**src/rtl/div8u_seq_pkg.sv**
```systemverilog
// -----------------------------------------------------------------------------
// div_pkg
// Shared definitions for the sequential unsigned restoring divider:
//   - state_t    : controller states (IDLE, RUN, DONE)
//   - DW_DEF     : default dividend / quotient width
//   - VW_DEF     : default divisor / remainder width
//   - cnt_width  : width of the step counter for a given dividend width
//   - CW_DEF     : step counter width for the default dividend width
// -----------------------------------------------------------------------------
package div_pkg;

  localparam int DW_DEF = 8;
  localparam int VW_DEF = 4;

  // A counter that indexes DW steps needs ceil(log2 DW) bits, never fewer than 1.
  function automatic int cnt_width(input int w);
    return (w > 1) ? $clog2(w) : 1;
  endfunction

  localparam int CW_DEF = cnt_width(DW_DEF);

  typedef enum logic [1:0] {
    IDLE = 2'd0,
    RUN  = 2'd1,
    DONE = 2'd2
  } state_t;

endpackage

```
**src/rtl/div8u_seq_div_step.sv**
```systemverilog
// -----------------------------------------------------------------------------
// div_step
// One combinational restoring-division step. The partial remainder is shifted
// left by one with the next dividend bit entering at the bottom; if the
// divisor fits, it is subtracted and the quotient bit is 1, otherwise the
// shifted value is kept and the quotient bit is 0.
//
// Ports:
//   r_i      [VW:0]   current partial remainder
//   q_msb_i           next dividend bit (MSB of the quotient shift register)
//   d_i      [VW-1:0] divisor
//   r_o      [VW:0]   next partial remainder
//   q_bit_o           quotient bit produced by this step
// -----------------------------------------------------------------------------
module div_step #(
  parameter int VW = 4
) (
  input  logic [VW:0]   r_i,
  input  logic          q_msb_i,
  input  logic [VW-1:0] d_i,
  output logic [VW:0]   r_o,
  output logic          q_bit_o
);

  // One spare bit on top so the compare is exact even before truncation.
  logic [VW+1:0] w_shift;
  logic [VW+1:0] w_diff;
  logic          w_fits;

  assign w_shift = {r_i, q_msb_i};
  assign w_fits  = (w_shift >= {2'b00, d_i});
  assign w_diff  = w_shift - {2'b00, d_i};

  // The remainder before the shift is below the divisor, so the kept value
  // always fits back into VW+1 bits.
  assign r_o     = (VW+1)'(w_fits ? w_diff : w_shift);
  assign q_bit_o = w_fits;

endmodule

```
**src/rtl/div8u_seq.sv**
```systemverilog
// -----------------------------------------------------------------------------
// div8u_seq
// Sequential unsigned restoring divider, one quotient bit per clock, MSB first.
// Recovers the operands of the 4x4 multiplier family and flags whether the
// quotient fits back into VW bits. Divide-by-zero completes immediately with
// quotient all ones and remainder equal to the low dividend bits.
//
// Ports:
//   clk        rising-edge clock
//   rst        synchronous, active-high reset
//   in_valid   operands valid            in_ready   block can accept operands
//   dividend   [DW-1:0] unsigned         divisor    [VW-1:0] unsigned
//   out_valid  result valid              out_ready  consumer accepts result
//   quotient   [DW-1:0]                  remainder  [VW-1:0]
//   fits_vw    quotient < 2^VW and divisor != 0
//   div_zero   divisor was zero
// Result outputs read 0 whenever out_valid is low.
// -----------------------------------------------------------------------------
module div8u_seq
  import div_pkg::*;
#(
  parameter int DW = DW_DEF,
  parameter int VW = VW_DEF
) (
  input  logic          clk,
  input  logic          rst,
  input  logic          in_valid,
  output logic          in_ready,
  input  logic [DW-1:0] dividend,
  input  logic [VW-1:0] divisor,
  output logic          out_valid,
  input  logic          out_ready,
  output logic [DW-1:0] quotient,
  output logic [VW-1:0] remainder,
  output logic          fits_vw,
  output logic          div_zero
);

  localparam int CW = cnt_width(DW);

  state_t        r_state;
  state_t        w_state_nxt;
  logic [DW-1:0] r_q;
  logic [VW:0]   r_r;
  logic [VW-1:0] r_d;
  logic [CW-1:0] r_cnt;
  logic          r_div_zero;

  logic [VW:0]   w_r_nxt;
  logic          w_q_bit;
  logic          w_accept;
  logic          w_last_step;
  logic          w_done;

  assign w_accept    = in_valid && (r_state == IDLE);
  assign w_last_step = (r_cnt == CW'(DW - 1));
  assign w_done      = (r_state == DONE);

  div_step #(.VW(VW)) u_step (
    .r_i     (r_r),
    .q_msb_i (r_q[DW-1]),
    .d_i     (r_d),
    .r_o     (w_r_nxt),
    .q_bit_o (w_q_bit)
  );

  // NOTE: sequential state uses non-blocking assignments so every register
  // samples the values from before the edge, independent of statement order.
  always_ff @(posedge clk) begin
    if (rst) r_state <= IDLE;
    else     r_state <= w_state_nxt;
  end

  // NOTE: the next-state value is defaulted before the case so every path
  // assigns it and no latch is inferred.
  always_comb begin
    w_state_nxt = r_state;
    case (r_state)
      IDLE:    if (in_valid)    w_state_nxt = (divisor != '0) ? RUN : DONE;
      RUN:     if (w_last_step) w_state_nxt = DONE;
      DONE:    if (out_ready)   w_state_nxt = IDLE;
      default:                  w_state_nxt = IDLE;
    endcase
  end

  always_ff @(posedge clk) begin
    if (rst) begin
      r_q        <= '0;
      r_r        <= '0;
      r_d        <= '0;
      r_cnt      <= '0;
      r_div_zero <= 1'b0;
    end else if (w_accept) begin
      r_d   <= divisor;
      r_cnt <= '0;
      if (divisor == '0) begin
        // Divide-by-zero result is loaded directly; no steps are run.
        r_q        <= '1;
        r_r        <= {1'b0, dividend[VW-1:0]};
        r_div_zero <= 1'b1;
      end else begin
        r_q        <= dividend;
        r_r        <= '0;
        r_div_zero <= 1'b0;
      end
    end else if (r_state == RUN) begin
      r_r   <= w_r_nxt;
      r_q   <= {r_q[DW-2:0], w_q_bit};
      r_cnt <= r_cnt + 1'b1;
    end
  end

  assign in_ready  = (r_state == IDLE);
  assign out_valid = w_done;
  assign quotient  = w_done ? r_q : '0;
  assign remainder = w_done ? r_r[VW-1:0] : '0;
  assign fits_vw   = w_done && !r_div_zero && (r_q[DW-1:VW] == '0);
  assign div_zero  = w_done && r_div_zero;

endmodule

```
**config.mk**
```make
export PLATFORM = sky130hd
export DESIGN_NAME = div8u_seq
export DESIGN_NICKNAME = d
export VERILOG_FILES = /design/src/rtl/div8u_seq_pkg.sv /design/src/rtl/div8u_seq_div_step.sv /design/src/rtl/div8u_seq.sv
export SDC_FILE = /design/constraint.sdc
export NUM_CORES = 1
export LEC_CHECK = 0
export BUFFER_PORTS_ARGS = -buffer_cell sky130_fd_sc_hd__buf_2
export CORE_ASPECT_RATIO = 2
export CORE_MARGIN = 2
export CORE_UTILIZATION = 40
export CTS_BUF_LIST = sky130_fd_sc_hd__clkbuf_4 sky130_fd_sc_hd__clkbuf_8
export CTS_CLUSTER_DIAMETER = 100
export CTS_CLUSTER_SIZE = 28
export DETAILED_ROUTE_END_ITERATION = 8
export PLACE_DENSITY = 0.63
export SYNTH_ARGS = -nofsm -noshare
export SYNTH_HDL_FRONTEND = slang
export SYNTH_SLANG_ARGS = --single-unit
export TNS_END_PERCENT = 1
```
**constraint.sdc**
```tcl
create_clock -name clk -period 2.8 [get_ports clk]
set_clock_uncertainty 0.15 [all_clocks]
set_input_delay 0.14 -clock clk [delete_from_list [all_inputs] [get_ports clk]]
set_output_delay 0.14 -clock clk [all_outputs]
set_load 0.01 [all_outputs]
```
# Word-level counts from Yosys, hierarchy flattened
# Cells that the tools add are included.
[word_totals]
register_bits = 23
latchBits = 0
ram_bits = 0
rom_bits = 0
in_bits = 16
out_inout_bits = 16
wordCells = 42
memories = 0
[classes]
add_sub_neg = 2
n_mul = 0
div_mod_pow = 0
magnitude_cmp = 1
eq_ne = 6
shift = 0
muxes = 15
bitwise_logic = 0
reduce_logical = 12
[ops]
columns = ["cell", "count"]
rows = [
  ["$mux 8", 4],
  ["$mux 5", 3],
  ["$logic_not 4->1", 2],
  ["$mux 2", 4],
  ["$mux 4", 2],
  ["$ge 6x4->1", 1],
  ["$ne 2x2->1 const B", 3],
  ["$pmux 2 s3", 1],
  ["$sub 5x4->5", 1],
  ["$logic_and 1x1->1", 4],
  ["$reduce_bool 4->1", 1],
  ["$add 3x1->3 const B", 1],
  ["$eq 3x3->1 const B", 1],
  ["$reduce_and 3->1", 1],
  ["$eq 2x1->1 const B", 1],
  ["$eq 2x2->1 const B", 1],
  ["$logic_not 2->1", 1],
  ["$reduce_bool 2->1", 1],
  ["$reduce_or 2->1", 1],
  ["$logic_not 1->1", 1],
  ["$mux 1", 1],
]

# Logic depth before layout (Yosys ltp)
# Gate-level depths: netlist of the first run.
[logic_depth]
word_depth = 4
ltp_mapped = 8

# Modules after synthesis
# Synthesis of the first run repeated with hierarchy kept, for this count alone.
[hier_totals]
hier_cells = 165
area_unflattened_um2 = 1398.8
[modules_own_cells]
columns = ["module", "instances", "cells_each", "area_each_um2", "seq_area_each_um2"]
rows = [
  ["div8u_seq", 1, 136, 1164.9, 460.4],
  ["div_step", 1, 29, 234.0, 0.0],
]

# Worst setup path before layout of the first run
# No wires, ideal clock.
[synth_timing]
path_type = "flip-flop to flip-flop"
from = "register r_q[7]"
to = "register r_r[0]"
setup_ns = 0.134
arrival_ns = 1.887
t_required_ns = 2.516
slack_ns = 0.629
stages_incl_launch_ff = 9
synth_period_minus_slack_ns = 2.171
cell_sequence = "dfxtp_1 inv_1 ha_1 inv_1 fa_1 and3_4 or4_4 o211ai_1 a211oi_1"
[synth_between]
elab_chain_cells = 4
[synth_rtl]
columns = ["item", "line", "text"]
rows = [
  ["from (decl)", "div8u_seq.sv:43", "logic [DW-1:0] r_q;"],
  ["from (signal assigned)", "div8u_seq.sv:102", "r_q <= dividend;"],
  ["from (signal assigned)", "div8u_seq.sv:108", "r_q <= {r_q[DW-2:0], w_q_bit};"],
  ["$sub 5x4->5 / $ge 6x4->1 (equally long branches)", "div8u_seq_div_step.sv:32, div8u_seq_div_step.sv:31", ""],
  ["$mux 5 *", "div8u_seq_div_step.sv:36", "assign r_o = (VW+1)'(w_fits ? w_diff : w_shift);"],
  ["$mux 5 *", "div8u_seq.sv:106", "end else if (r_state == RUN) begin"],
  ["$mux 5 *", "div8u_seq.sv:93", "end else if (w_accept) begin"],
  ["to (signal assigned)", "div8u_seq.sv:99", "r_r <= {1'b0, dividend[VW-1:0]};"],
  ["to (signal assigned)", "div8u_seq.sv:107", "r_r <= w_r_nxt;"],
  ["to (decl)", "div8u_seq.sv:44", "logic [VW:0] r_r;"],
]
# Mark *: on every way between the ends. The rest lies on a longest branch, timed or not. The select of a mux whose other input is x is not followed.
# A chain may end at the register's enable or synchronous reset.

# Worst setup path after layout of the first run
# Ends and elaborated chain as after synthesis.

==> results of run 1 <==
what timing repair did:
| item | 4_1_cts | 5_1_grt |
|---|---|---|
| hold buffers | 3 | 0 |
| hold endpoints to repair | 3 | 0 |
| setup buffers | 0 | 0 |
per-stage QoR:
step | utilization (%) | instances
floorplan | - | 171
global placement | 46.7 | 230
detailed placement | 46.7 | 230
CTS | 49.1 | 237
global route | 49.1 | 237
finish | 49.1 | 237
worst reg2reg max path: cells and delay by family, from the launching register on:
kind                     cells  cell delay [ps]
buffers and inverters        2              130
flip-flops                   1              360
adder cells (fa/ha/maj)      2              540
AO/OA/AOI/OAI                2              280
AND/OR/NAND/NOR              2              730
logic make-up (layout without fill, tap and decap cells):
logic type / count (synthesis) / in the layout / synth area share [%]
compound gates: 38 / 38 / 19.0
xor+xnor: 3 / 3 / 1.91
fa+ha+maj: 7 / 7 / 6.91
buf+inv: 19 / 53 / 6.18
flops: 23 / 23 / 33.5
mux: 2 / 2 / 1.45
simple gates: 79 / 79 / 31.1
final cells by class:
type                       count  area (um^2)  area share [%]
sequential                    23          460            28.1
clock buffer                   4         48.8            2.97
multi-input combinational    129          831            50.6
tap                           32         40.0            2.44
inverter                      10         37.5            2.29
timing repair buffer          39          223            13.6
registers in the layout (all words and copies together) (netlist names):
| register | cells |
|---|---|
| r_d | 4 |
| r_q | 8 |
| r_div_zero | 1 |
| r_cnt | 3 |
| r_state | 2 |
| r_r | 5 |
path summary, 6_finish.rpt:
| check | cells past startpoint | start | slack [ps] | to |
|---|---|---|---|---|
| setup / recovery | 8 | r_q[7]$_SDFFE_PP0P_ | 470 | r_r[0]$_SDFFE_PP0P_ |
| hold / removal | 3 | divisor[3] | 0.4 | r_d[3]$_SDFFE_PP0P_ |
| hold reg to reg | 2 | r_d[1]$_SDFFE_PP0P_ | 310 | r_d[1]$_SDFFE_PP0P_ |
| setup reg to reg | 8 | r_q[7]$_SDFFE_PP0P_ | 470 | r_r[0]$_SDFFE_PP0P_ |
where the power goes:
part / leakage [nW] / total (mW) / internal [mW] / switching, mW
logic: 0.506 / 0.248 / 0.108 / 0.141
registers: 0.189 / 0.386 / 0.356 / 0.0300
clock network: 0.0262 / 0.217 / 0.111 / 0.105
synthesized netlist by cell type (2+ instances only):
library cell / number
buf_2: 5
a31o_2: 2
nand4_1: 5
and2_1: 14
nor2_1: 9
o21ai_0: 5
xor2_1: 2
nand2_1: 31
a311oi_1: 6
dfxtp_1: 23
inv_1: 10
clkbuf_1: 3
mux2i_1: 2
nand2b_1: 3
a31oi_1: 5
nor4_1: 2
a21oi_1: 11
nor2b_1: 2
nand3_1: 2
ha_1: 6
nor3_1: 4
routing by layer:
| layer | vias up | part of all wire, % | wire [um] | track usage (%) |
|---|---|---|---|---|
| li1 | 671 | - | - | - |
| met1 | 628 | 40 | 1410 | 22.5 |
| met2 | 52 | 54 | 1910 | 34.4 |
| met3 | 8 | 5.0 | 178 | 2.70 |
| met4 | 0 | 1.1 | 38 | 8.02 |
| met5 | - | 0 | 0 | 0 |
==> reports/results.tsv, run 1 <==
metric	value	unit
post-route DRC violation count	0	
Req. time, crit path	2780	ps
Initial Util	41.2	%
CP most frequent cell	inv_1	
worst stage delay on the critical path	550	ps
CP arrival	2310	ps
total clock buffers created by CTS	3	
Least-Margin Pin Slew	625	ps
YS warnings	0	
Tcrit/Tclk final	83.1	%
run status	finished, final reports clean	
number of I/O pins	32	
#FFs+latches synth	23	
vias in the first global route	1324	
synth top area cells	dfxtp_1 (33%), nand2_1 (8.5%), and2_1 (6.4%)	
routed vias/inst	5.73	
Layout Nets	229	
core box area	3340	um^2
syn avg cell area	8.05	um^2
ys flop type	dfxtp_1	
TritonCTS clock tree	done	
crit-path max FO	5	
crit-path cells	inv_1, ha_1, inv_1, fa_1, and3_4, or4_4, o211ai_1, a211oi_1	
dpl ws	504	ps
WP buf/inv	2	
RSZ-0062 raised after global routing	false	
1st-pass router iterations	4	
count of different cell masters after synthesis	40	
Slew HR	58.3	%
Worst path top cell family by delay	simple AND/OR/NAND/NOR gates	
post-CTS sizing	0	
mapped cell area	1380	um^2
Pleak	0.721	nW
root buf cell	clkbuf_8	
WS Path Type	flop to flop	
register area share after synthesis	33.5	%
Cell Pwr Density	519	nW/um^2
Num Clock Sinks	23	
wire per inst	14.9	um
# rows	30	
DIE WIDTH	45.5	um
area added between synthesis and finish	19.2	%
Clock Tree Buf Depth	2	
post-layout total power	851	uW
number of max-cap violations	0	
FFs w/ async S/R, synth	0	%
first-pass GRT wire length	5880	um
area leader, netlist	dfxtp_1	
design area	1640	um^2
Hold WC Path Type	input port to flop	
commonest cells after routing, fill and taps aside	nand2_1 (31), buf_2 (31), dfxtp_1 (23), and2_1 (14), a21oi_1 (11)	
Worst-Skew Late Latency	260	ps
Chip Height	87.0	um
fillers	328	
Post-Place Cell Area	1560	um^2
Port Buffer Count	31	
Slowest cell on crit path	or4_4	
Final WS setup	472	ps
diodes inserted	0	
Total Negative Setup Slacks	0	ps
Total Wirelength	3530	um
Mapped Nets	194	
share of cells above drive strength 1	23.9	%
final setup fails	0	
drt initial violations	56	
DRT antenna net count	0	
Syn Inst Count	171	
via count	1359	
DPL Wire Length	2610	um
Yosys top cell area share	33.5	%
grt ovf	0	
hold slack	0.414	ps
largest net degree at the start of global routing	25	
highest clock rate	430	MHz
Worst-path clk slew	80	ps
Peak VDD IR	0.264	mV
Slew Limit Fails	0	
RD Place Congestion	0.882	
die area	3950	um^2
antenna violations before repair	0	
Period minus WS final	2330	ps
number of synthesized flops with an enable pin	0	
startpoint type of the worst setup path	flop	
GRT Util Overall	19.6	%
element type at the critical path end	flop	
Hold Vio Cnt, Final	0	
# H-tree levels	1	
(Power assumes the default switching activity.)
==> run 2: changes to the inputs <==
- clock period: 2.8 -> 2.23 ns (I/O delays scaled with it)
==> reports/results.tsv, run 2 (synthesis results as in run 1) <==
metric	value	unit	change
largest registers	r_q x8, r_r x5, r_d x4		unchanged
Worst-path clk slew	80	ps	about the same
DRT antenna net count	0		unchanged
via count	1405		was 1359
die area	3950	um^2	unchanged
RD Place Congestion	0.919		was 0.882
Slowest cell on crit path	or4_4		unchanged
wire per inst	14.4	um	was 14.9 um
crit-path max FO	5		unchanged
core box area	3340	um^2	unchanged
element type at the critical path end	flop		unchanged
# H-tree levels	1		unchanged
Total Wirelength	3580	um	was 3530 um
Hold WC Path Type	input port to flop		unchanged
WS Path Type	flop to flop		unchanged
drt initial violations	25		was 56
Initial Util	41.2	%	unchanged
area added between synthesis and finish	27.2	%	was 19.2%
Chip Height	87.0	um	unchanged
Tcrit/Tclk final	96.9	%	was 83.1%
Hold Vio Cnt, Final	0		unchanged
post-route DRC violation count	0		unchanged
max reg flops	8		unchanged
Slew Limit Fails	0		unchanged
vias in the first global route	1343		was 1324
Pleak	0.776	nW	was 0.721 nW
Worst-Skew Late Latency	270	ps	was 260 ps
number of max-cap violations	0		unchanged
post-CTS setup buffer count	0		unchanged
Peak VDD IR	0.526	mV	was 0.264 mV
DIE WIDTH	45.5	um	unchanged
crit-path cells	ha_1, a41o_2, or4_4, o211ai_1, a211oi_1		was inv_1, ha_1, inv_1, fa_1, and3_4, or4_4, o211ai_1, a211oi_1
antenna violations before repair	0		unchanged
CP arrival	2150	ps	was 2310 ps
total clock buffers created by CTS	3		unchanged
Least-Margin Pin Slew	455	ps	was 625 ps
diodes inserted	0		unchanged
grt ovf	0		unchanged
Total Negative Setup Slacks	0	ps	unchanged
WP buf/inv	0		was 2
routed vias/inst	5.67		was 5.73
Req. time, crit path	2220	ps	was 2780 ps
Clock Tree Buf Depth	2		unchanged
TritonCTS clock tree	done		unchanged
# rows	30		unchanged
Worst path top cell family by delay	compound AO/OA/AOI/OAI gates		was simple AND/OR/NAND/NOR gates
Slew HR	69.7	%	was 58.3%
Num Clock Sinks	23		unchanged
largest register by flop count	r_q		unchanged
first-pass GRT wire length	5890	um	was 5880 um
share of cells above drive strength 1	26.4	%	was 23.9%
number of I/O pins	32		unchanged
Layout Nets	240		was 229
GRT Util Overall	19.8	%	was 19.6%
RSZ-0062 raised after global routing	false		unchanged
Port Buffer Count	31		unchanged
post-layout util	52.4	%	was 49.1%
Cell Pwr Density	629	nW/um^2	was 519 nW/um^2
root buf cell	clkbuf_8		unchanged
highest clock rate	463	MHz	was 430 MHz
run status	finished, final reports clean		unchanged
worst stage delay on the critical path	560	ps	was 550 ps
Period minus WS final	2160	ps	was 2330 ps
1st-pass router iterations	4		unchanged
startpoint type of the worst setup path	flop		unchanged
final setup fails	0		unchanged
DPL Wire Length	2740	um	was 2610 um
largest net degree at the start of global routing	25		unchanged
commonest cells after routing, fill and taps aside	nand2_1 (31), buf_2 (31), dfxtp_1 (22), and2_1 (14), a21oi_1 (11)		was nand2_1 (31), buf_2 (31), dfxtp_1 (23), and2_1 (14), a21oi_1 (11)
-- run 2: cell count changes in the layout (fill, tap and decap cells not counted) --
cell	change
buf_4	+5
nor4_2	+1
clkbuf_4	-1
o41ai_1	-1
dfxtp_1	-1
dfxtp_2	+1
o41ai_2	+1
clkinv_2	+1
nor4_1	-1
dlygate4sd3_1	+6
-- run 2: worst paths after layout --
check / start / endpoint / slack (ps) / cells past startpoint
min reg2reg: r_d[1]$_SDFFE_PP0P_ / r_d[1]$_SDFFE_PP0P_ / 320 / 2
max reg2reg: r_r[1]$_SDFFE_PP0P_ / r_r[0]$_SDFFE_PP0P_ / 70 / 5
max: r_r[1]$_SDFFE_PP0P_ / r_r[0]$_SDFFE_PP0P_ / 70 / 5
min: dividend[2] / r_q[2]$_SDFFE_PP0P_ / 10 / 3
-- run 2: area by class of cell --
class	count	area [um^2]
well taps	32	40.0
inverters	10	37.5
flip-flops and latches	23	462
fillers	325	1590
repair buffers	50	320
clock buffers	3	41.3
clock inverters	1	5.00
multi-input cells	129	845
-- run 2: worst register-to-register path: stages, from the launching register on --
cell      delay (ps)
dfxtp_1          350
ha_1             370
a41o_2           330
or4_4            560
o211ai_1         180
a211oi_1          90
-- run 2: repair_timing --
item,CTS,global route
hold endpoints to repair,9,0
gates resized for setup,0,3
hold buffers,9,0
endpoints found under the setup margin,0,2
-- run 2: report_power, final --
group | leakage [nW] | internal, mW | switching (mW)
logic | 0.561 | 0.164 | 0.190
registers | 0.189 | 0.447 | 0.0375
clock network | 0.0255 | 0.125 | 0.137
total | 0.776 | 0.737 | 0.365
-- run 2: routing by layer --
metal | vias up | GRT usage [%] | wire (um)
li1 | 697 | - | -
met1 | 656 | 21.7 | 1430
met2 | 42 | 35.3 | 1920
met3 | 10 | 3.32 | 133
met4 | 0 | 8.29 | 94
met5 | - | 0 | 0
-- run 2: metrics by stage --
stage               hold slack, ps  instance area (um^2)  worst slack (ps)  power, mW  cells
finish                        9.52                  1750              68.7       1.10    248
global placement               236                  1600              36.9      0.812    235
CTS                           16.6                  1740              3.81       1.09    248
floorplan                     97.5                  1380              59.2      0.713    171
detailed placement             244                  1600              11.7      0.821    235
global route                  26.0                  1750              7.56       1.17    248
==> run 3: changes to the inputs <==
- CORE_MARGIN: 2 -> not set
==> reports/results.tsv, run 3 (synthesis results as in run 1) <==
metric	value	unit	change
wire per inst	14.4	um	about the same
drt initial violations	34		was 25
area added between synthesis and finish	28.8	%	was 27.2%
largest register by flop count	r_q		unchanged
Clock Tree Buf Depth	2		unchanged
grt ovf	0		unchanged
fillers	324		was 325
post-layout util	54.9	%	was 52.4%
CP most frequent cell	inv_2		
WS Path Type	flop to flop		unchanged
violated checks	design-rule violations		
number of I/O pins	32		unchanged
Cell Pwr Density	630	nW/um^2	was 629 nW/um^2
Worst-Skew Late Latency	270	ps	about the same
Slowest cell on crit path	or4_4		unchanged
Chip Height	85.0	um	was 87.0 um
Least-Margin Pin Slew	459	ps	was 455 ps
design area	1770	um^2	was 1750 um^2
Hold WC Path Type	input port to flop		unchanged
die area	3690	um^2	was 3950 um^2
GRT Util Overall	21.0	%	was 19.8%
TritonCTS clock tree	done		unchanged
startpoint type of the worst setup path	flop		unchanged
1st-pass router iterations	6		was 4
crit-path cells	inv_2, ha_4, inv_2, fa_2, and3_4, or4_4, buf_4, nand4_1, nand3_1		was ha_1, a41o_2, or4_4, o211ai_1, a211oi_1
diodes inserted	0		unchanged
DPL Wire Length	2620	um	was 2740 um
Worst path top cell family by delay	simple AND/OR/NAND/NOR gates		was compound AO/OA/AOI/OAI gates
Req. time, crit path	2240	ps	was 2220 ps
share of cells above drive strength 1	29.0	%	was 26.4%
crit-path max FO	5		unchanged
post-route DRC violation count	6		was 0
CP arrival	2210	ps	was 2150 ps
Port Buffer Count	31		unchanged
largest registers	r_q x8, r_r x5, r_d x4		unchanged
commonest cells after routing, fill and taps aside	nand2_1 (31), buf_2 (31), dfxtp_1 (20), and2_1 (14), a21oi_1 (11)		was nand2_1 (31), buf_2 (31), dfxtp_1 (22), and2_1 (14), a21oi_1 (11)
largest net degree at the start of global routing	25		unchanged
total clock buffers created by CTS	3		unchanged
Peak VDD IR	0.422	mV	was 0.526 mV
via count	1387		was 1405
post-layout total power	1.12	mW	was 1.10 mW
routed vias/inst	5.59		was 5.67
max reg flops	8		unchanged
Total Wirelength	3580	um	about the same
core box area	3230	um^2	was 3340 um^2
Num Clock Sinks	23		unchanged
Initial Util	42.6	%	was 41.2%
hold slack	13.1	ps	was 9.52 ps
first-pass GRT wire length	5900	um	was 5890 um
element type at the critical path end	flop		unchanged
Layout Nets	241		was 240
Period minus WS final	2200	ps	was 2160 ps
RSZ-0062 raised after global routing	true		was false
Slew Limit Fails	0		unchanged
final setup fails	0		unchanged
# H-tree levels	1		unchanged
run status	finished with violations		was finished, final reports clean
Slew HR	69.4	%	was 69.7%
Pleak	0.778	nW	was 0.776 nW
root buf cell	clkbuf_8		unchanged
Post-Place Cell Area	1590	um^2	was 1600 um^2
DRT antenna net count	0		unchanged
area of the multi-input gates	856	um^2	was 845 um^2
highest clock rate	454	MHz	was 463 MHz
WP buf/inv	3		was 0
# rows	29		was 30
vias in the first global route	1370		was 1343
Reg area	464	um^2	was 462 um^2
worst stage delay on the critical path	540	ps	was 560 ps
Tcrit/Tclk final	98.7	%	was 96.9%
number of max-cap violations	0		unchanged
antenna violations before repair	0		unchanged
Hold Vio Cnt, Final	0		unchanged
RD Place Congestion	0.910		was 0.919
Worst-path clk slew	80	ps	about the same
DIE WIDTH	43.5	um	was 45.5 um
[run 3: layout make-up]
cell class	instances	area share [%]
clock buffers	3	2.33
multi-input cells	129	48.3
repair buffers	51	18.6
clock inverters	1	0.282
flip-flops and latches	23	26.2
inverters	10	2.12
well taps	31	2.19
[run 3: what timing repair did]
action | in CTS | in global routing
gates resized for setup | 0 | 10
hold buffers | 10 | 0
endpoints found under the hold margin | 10 | 0
pin swaps | 2 | 4
setup endpoints to repair | 1 | 3
buffers inserted | 0 | 1
[run 3: power breakdown]
group          switching, mW  internal (mW)
sequential            0.0388          0.449
combinational          0.189          0.175
clock                  0.141          0.125
total                  0.369          0.749
[run 3: stage by stage]
stage                     TNS [ps]  cells  setup slack [ps]
after floorplan                  0    171              59.2
after global placement           0    233              40.5
after CTS                        0    247              41.2
after global routing          -146    248             -62.1
after detailed placement         0    233              13.9
final                            0    248              28.3
[run 3: metal layers]
layer / routed length, um / track usage, %
met1: 1460 / 24.7
met2: 1910 / 36.8
met3: 149 / 2.77
met4: 61 / 8.81
met5: 0 / 0
[run 3: final timing paths]
path,from,endpoint,cells past startpoint,slack [ps]
worst max-delay path,r_q[7]$_SDFFE_PP0P_,r_r[2]$_SDFFE_PP0P_,9,30
worst min-delay path,dividend[4],r_q[4]$_SDFFE_PP0P_,3,10
worst max register to register,r_q[7]$_SDFFE_PP0P_,r_r[2]$_SDFFE_PP0P_,9,30
worst min register to register,r_d[2]$_SDFFE_PP0P_,r_d[2]$_SDFFE_PP0P_,2,310
[run 3: tightest hold or removal path: cells and delay by family]
family	cells	cell delay (ps)
AO/OA/AOI/OAI	2	210
buffers and inverters	1	70
